<file path="src/rtl/serial_adder_pkg.sv">
// rtl/serial_adder_pkg.sv - shared state encoding and width limits for serial_adder
package serial_adder_pkg;

  typedef enum logic [1:0] {
    IDLE = 2'b00,
    RUN  = 2'b01,
    DONE = 2'b10
  } state_t;

  localparam int MIN_WIDTH = 2;
  localparam int MAX_WIDTH = 32;

  // True when an operand width lies inside the supported range.
  function automatic bit width_ok(input int w);
    return (w >= MIN_WIDTH) && (w <= MAX_WIDTH);
  endfunction

endpackage

</file>
<file path="src/rtl/full_adder.sv">
// rtl/full_adder.sv - single-bit combinational full adder cell
module full_adder (
  input  logic A,
  input  logic B,
  input  logic Cin,
  output logic S,
  output logic Cout
);

  assign S    = A ^ B ^ Cin;
  assign Cout = (A & B) | (Cin & (A ^ B));

endmodule

</file>
<file path="src/rtl/serial_adder.sv">
// rtl/serial_adder.sv - bit-serial adder/subtractor reusing one full adder over WIDTH cycles
module serial_adder
  import serial_adder_pkg::*;
#(
  parameter  int WIDTH = 8,
  localparam int CNT_W = $clog2(WIDTH)
) (
  input  logic             clk,
  input  logic             rst_n,
  input  logic             start,
  input  logic             Sub,
  input  logic [WIDTH-1:0] A,
  input  logic [WIDTH-1:0] B,
  input  logic             Cin,
  output logic             busy,
  output logic             done,
  output logic [WIDTH-1:0] S,
  output logic             Cout,
  output logic             overflow
);

  if (!width_ok(WIDTH)) begin : g_bad_width
    $error("serial_adder: WIDTH must lie between MIN_WIDTH and MAX_WIDTH");
  end

  state_t             state;
  state_t             next_state;
  logic [WIDTH-1:0]   a_sr;
  logic [WIDTH-1:0]   b_sr;
  logic [WIDTH-1:0]   s_sr;
  logic               carry;
  logic [CNT_W-1:0]   cnt;
  logic               cout_q;
  logic               ovf_q;
  logic               sum_bit;
  logic               cell_carry;
  logic               last_bit;
  logic               accept;

  // The single arithmetic cell, fed from the low ends of the operand shifters.
  full_adder u_cell (
    .A    (a_sr[0]),
    .B    (b_sr[0]),
    .Cin  (carry),
    .S    (sum_bit),
    .Cout (cell_carry)
  );

  assign last_bit = (cnt == CNT_W'(WIDTH - 1));
  // A new request is taken in IDLE and in DONE (back-to-back), never mid-RUN.
  assign accept   = start && (state != RUN);

  // State register.
  always_ff @(posedge clk or negedge rst_n) begin
    if (!rst_n) begin
      state <= IDLE;
    end else begin
      state <= next_state;
    end
  end

  // Next-state logic: RUN lasts WIDTH cycles, DONE lasts one.
  always_comb begin
    next_state = state;
    case (state)
      IDLE:    if (start) next_state = RUN;
      RUN:     if (last_bit) next_state = DONE;
      DONE:    next_state = start ? RUN : IDLE;
      default: next_state = IDLE;
    endcase
  end

  // Operand load, LSB-first shifting, and result capture on the final bit.
  always_ff @(posedge clk or negedge rst_n) begin
    if (!rst_n) begin
      a_sr   <= '0;
      b_sr   <= '0;
      s_sr   <= '0;
      carry  <= 1'b0;
      cnt    <= '0;
      cout_q <= 1'b0;
      ovf_q  <= 1'b0;
    end else if (accept) begin
      // Subtraction is A + ~B + 1, so the incoming carry is forced high.
      a_sr  <= A;
      b_sr  <= Sub ? ~B : B;
      carry <= Sub ? 1'b1 : Cin;
      cnt   <= '0;
    end else if (state == RUN) begin
      a_sr  <= {1'b0, a_sr[WIDTH-1:1]};
      b_sr  <= {1'b0, b_sr[WIDTH-1:1]};
      s_sr  <= {sum_bit, s_sr[WIDTH-1:1]};
      carry <= cell_carry;
      cnt   <= cnt + CNT_W'(1);
      if (last_bit) begin
        // carry still holds the carry into the MSB here.
        cout_q <= cell_carry;
        ovf_q  <= carry ^ cell_carry;
      end
    end
  end

  assign busy     = (state == RUN);
  assign done     = (state == DONE);
  assign S        = s_sr;
  assign Cout     = cout_q;
  assign overflow = ovf_q;

endmodule
</file>
<file path="config.mk">
export PLATFORM = sky130hd
export DESIGN_NAME = serial_adder
export DESIGN_NICKNAME = d
export VERILOG_FILES = /design/src/rtl/serial_adder_pkg.sv /design/src/rtl/full_adder.sv /design/src/rtl/serial_adder.sv
export SDC_FILE = /design/constraint.sdc
export NUM_CORES = 1
export LEC_CHECK = 0
export BUFFER_PORTS_ARGS = -buffer_cell sky130_fd_sc_hd__buf_2
export CORE_ASPECT_RATIO = 1.75
export CORE_MARGIN = 3
export CORE_UTILIZATION = 40
export DETAILED_ROUTE_END_ITERATION = 10
export GPL_ROUTABILITY_DRIVEN = 0
export PLACE_DENSITY = 0.62
export SLEW_MARGIN = 20
export SYNTH_ARGS = -nofsm -noshare
export SYNTH_HDL_FRONTEND = slang
export SYNTH_SLANG_ARGS = --single-unit
</file>
<file path="constraint.sdc">
create_clock -name clk -period 2.1 [get_ports clk]
set_input_delay 0.105 -clock clk [delete_from_list [all_inputs] [get_ports clk]]
set_output_delay 0.105 -clock clk [all_outputs]
set_load 0.005 [all_outputs]
</file>
==> impl_results.md <==
- Critical path's top delay family: buffers and inverters
- Clock tree sinks: 32
- Overall routing resource usage: 13.5%
- Clk Latency, worst-skew pair: 280 ps
- Worst slew pin tran: 719 ps
- Setup TNS: 0 ps
- Clock slew at reported path FFs: 60 ps
- Tmin final: 1400 ps
- Max-slew headroom: 52.1%
- Worst hold stages: 3
- Synthesized cell area: 0.00151 mm^2
- Crit path max-delay cell type: dfrtp_1
- Critical Path RT: 2000 ps
- # fillers: 341
- Commonest cells after routing, fill and taps aside: 32 x dfrtp_1, 32 x buf_2, 16 x nand2_1
- DRC: 0
- Post-DR wirelength/cell: 12.3 um
- Hold crit path type: in -> reg
- #FFs+latches synth: 32
- Hold Path Origin: A[7]
- Period Utilization, post-route: 66.5%
- Fmax: 716 MHz
- Final clock skew: 3.72 ps
- Die Wd: 52.4 um
- CTS root buffer: clkbuf_8
- IR Drop Worst-Case VDD: 0.540 mV
- Core area: 0.00350 mm^2
- Vias per cell: 4.79
- Critical path capture point type: output pin
- Routed WL: 2530 um
- Setup CP Type: reg -> out
- # Post-CTS Setup Buffers: 0
- Max cap viols: 0
- Setup violations, final: 0
- R2R Path Start: cnt[0]$_DFFE_PN0P_
- Worst Path Arrival: 1290 ps
- Synth Instances: 126
- CP max stage delay: 380 ps
- Status: finished, final reports clean
- Initial core utilization: 43.1%
- Worst-path cell chain: nor2b_4 -> buf_4 -> buf_2
- 1st-iter DRT viols: 16
- Endpoints failing hold: 0
- Critical-path maximum fanout: 25
- Synth-to-Final Area Change: 17.2%
- Utilization after layout: 50.5%
- CTS max path bufs: 2
- Largest net degree at the start of global routing: 33
- Maximum level of the CTS H-tree: 2
- IO Pins: 33
- Register area: 801 um^2
- Std-Cell Rows: 28
- Reg2Reg Depth: 4
- Global-route wire length before repair: 4490 um
- Reg2Reg Capture Point: Cout$_DFFE_PN0P_
- Worst path bufs/invs: 2
- Die area: 0.00457 mm^2
- Yosys warns: 0
- CTS tree: done
- WHS Endpoint: a_sr[7]$_DFFE_PN0P_
- Via count: 986
- Drt first pass iters: 2
- Initial antenna violation count: 0
- Leakage power: 0.879 nW
- Cell area power density: 1310 mW/mm^2
- I/O Buffers: 32
- R2r setup slk: 780 ps
- Layout cells sized above 1: 33.5%
- Type of origin of the critical path: flip-flop
- Fin. max-slew vios: 0
- Syn avg cell area: 12.0 um^2
- Final antenna-violating net count: 0
- Synth unique cells: 22
- Post-CTS Resized: 0
- RSZ-0062 raised after global routing: no
- DP Area: 0.00167 mm^2
- Vias in the first global route: 1021
- Multi-input gate area: 637 um^2
- Die span in y: 87.3 um
- Total grt overflow: 0
- Final nets: 184
- Crit. Startpoint: state[0]$_DFFE_PN0P_
- Syn Nets: 150
- Ant diodes: 0
- Num CTS Buffers: 5
- Final Cell Area: 0.00177 mm^2
- Sequential share of the synthesized area: 53.1%
- Dpl hpwl: 1840 um
[cells by family (layout without fill, tap and decap cells)]
logic type | after synthesis | after routing | share of synthesized area [%]
flops | 32 | 32 | 53.1
simple gates | 27 | 27 | 8.38
mux | 26 | 26 | 18.2
compound gates | 21 | 21 | 7.46
xor+xnor | 9 | 9 | 5.22
buf+inv | 8 | 43 | 4.73
fa+ha+maj | 3 | 3 | 2.98
[sequential cells by signal, indices dropped and copies added, names as in the netlist]
register,count
a_sr,8
carry,1
state,2
Cout,1
b_sr,8
overflow,1
S,8
cnt,3
[timing repair]
item / 4_1_cts / 5_1_grt
hold endpoints to repair: 32 / 0
endpoints found under the setup margin: 0 / 0
hold buffers: 1 / 0
[worst reg2reg max path, delay by kind of cell (launching register included)]
kind	cells	cell delay, ps
adders and majority gates	2	400
DFF	1	390
muxes	1	270
and+or+nand+nor	1	150
[stage by stage]
step / power [mW] / hold WS (ps) / instances / worst slack [ps]
global route: 2.53 / 102 / 206 / 624
global placement: 1.83 / 186 / 197 / 806
CTS: 2.37 / 62.9 / 206 / 684
floorplan: 1.67 / -191 / 126 / 836
finish: 2.32 / 65.3 / 206 / 704
detailed placement: 1.88 / 205 / 197 / 773
[cells in the mapped netlist]
library cell	n	area [um^2]
nor2_1	5	18.8
nand2b_1	2	12.5
a211oi_1	2	15.0
buf_6	4	45.0
ha_1	2	25.0
o21ai_1	3	15.0
buf_4	3	22.5
fa_1	1	20.0
nand2_1	16	60.1
nor2b_4	1	13.8
xnor2_1	2	17.5
and2_4	1	8.76
nor2_2	1	6.26
xor2_1	7	61.3
clkbuf_1	1	3.75
mux2i_1	15	150
mux2_2	11	124
a21oi_1	2	10.0
a21o_1	1	7.51
dfrtp_1	32	801
o21ai_0	13	65.1
nor2b_1	1	6.26
[power by group]
group	leakage, nW	internal (mW)	switching, mW
sequential	0.404	0.888	0.157
clock	0.0455	0.267	0.210
combinational	0.430	0.422	0.374
total	0.879	1.58	0.741
[worst max path at each step]
stage,endpoint,slack [ps],depth (start not counted)
finish,busy,700,3
floorplan,Cout$_DFFE_PN0P_,840,4
global route,busy,620,3
CTS,busy,680,3
detailed placement,Cout$_DFFE_PN0P_,770,4
global placement,S[3]$_DFFE_PN0P_,810,3
[area by class of cell]
type / instances / share of cell area [%]
Timing Repair Buffer: 35 / 10.5
Tap cell: 45 / 3.18
Multi-Input combinational cell: 86 / 36.0
Clock buffer: 8 / 5.09
Sequential cell: 32 / 45.3
[layer usage]
layer	global-route usage, %	wire length [um]
met1	15.3	1050
met2	21.0	1240
met3	5.32	173
met4	7.67	66
met5	0	0
Power figures use the tool's default switching activity.
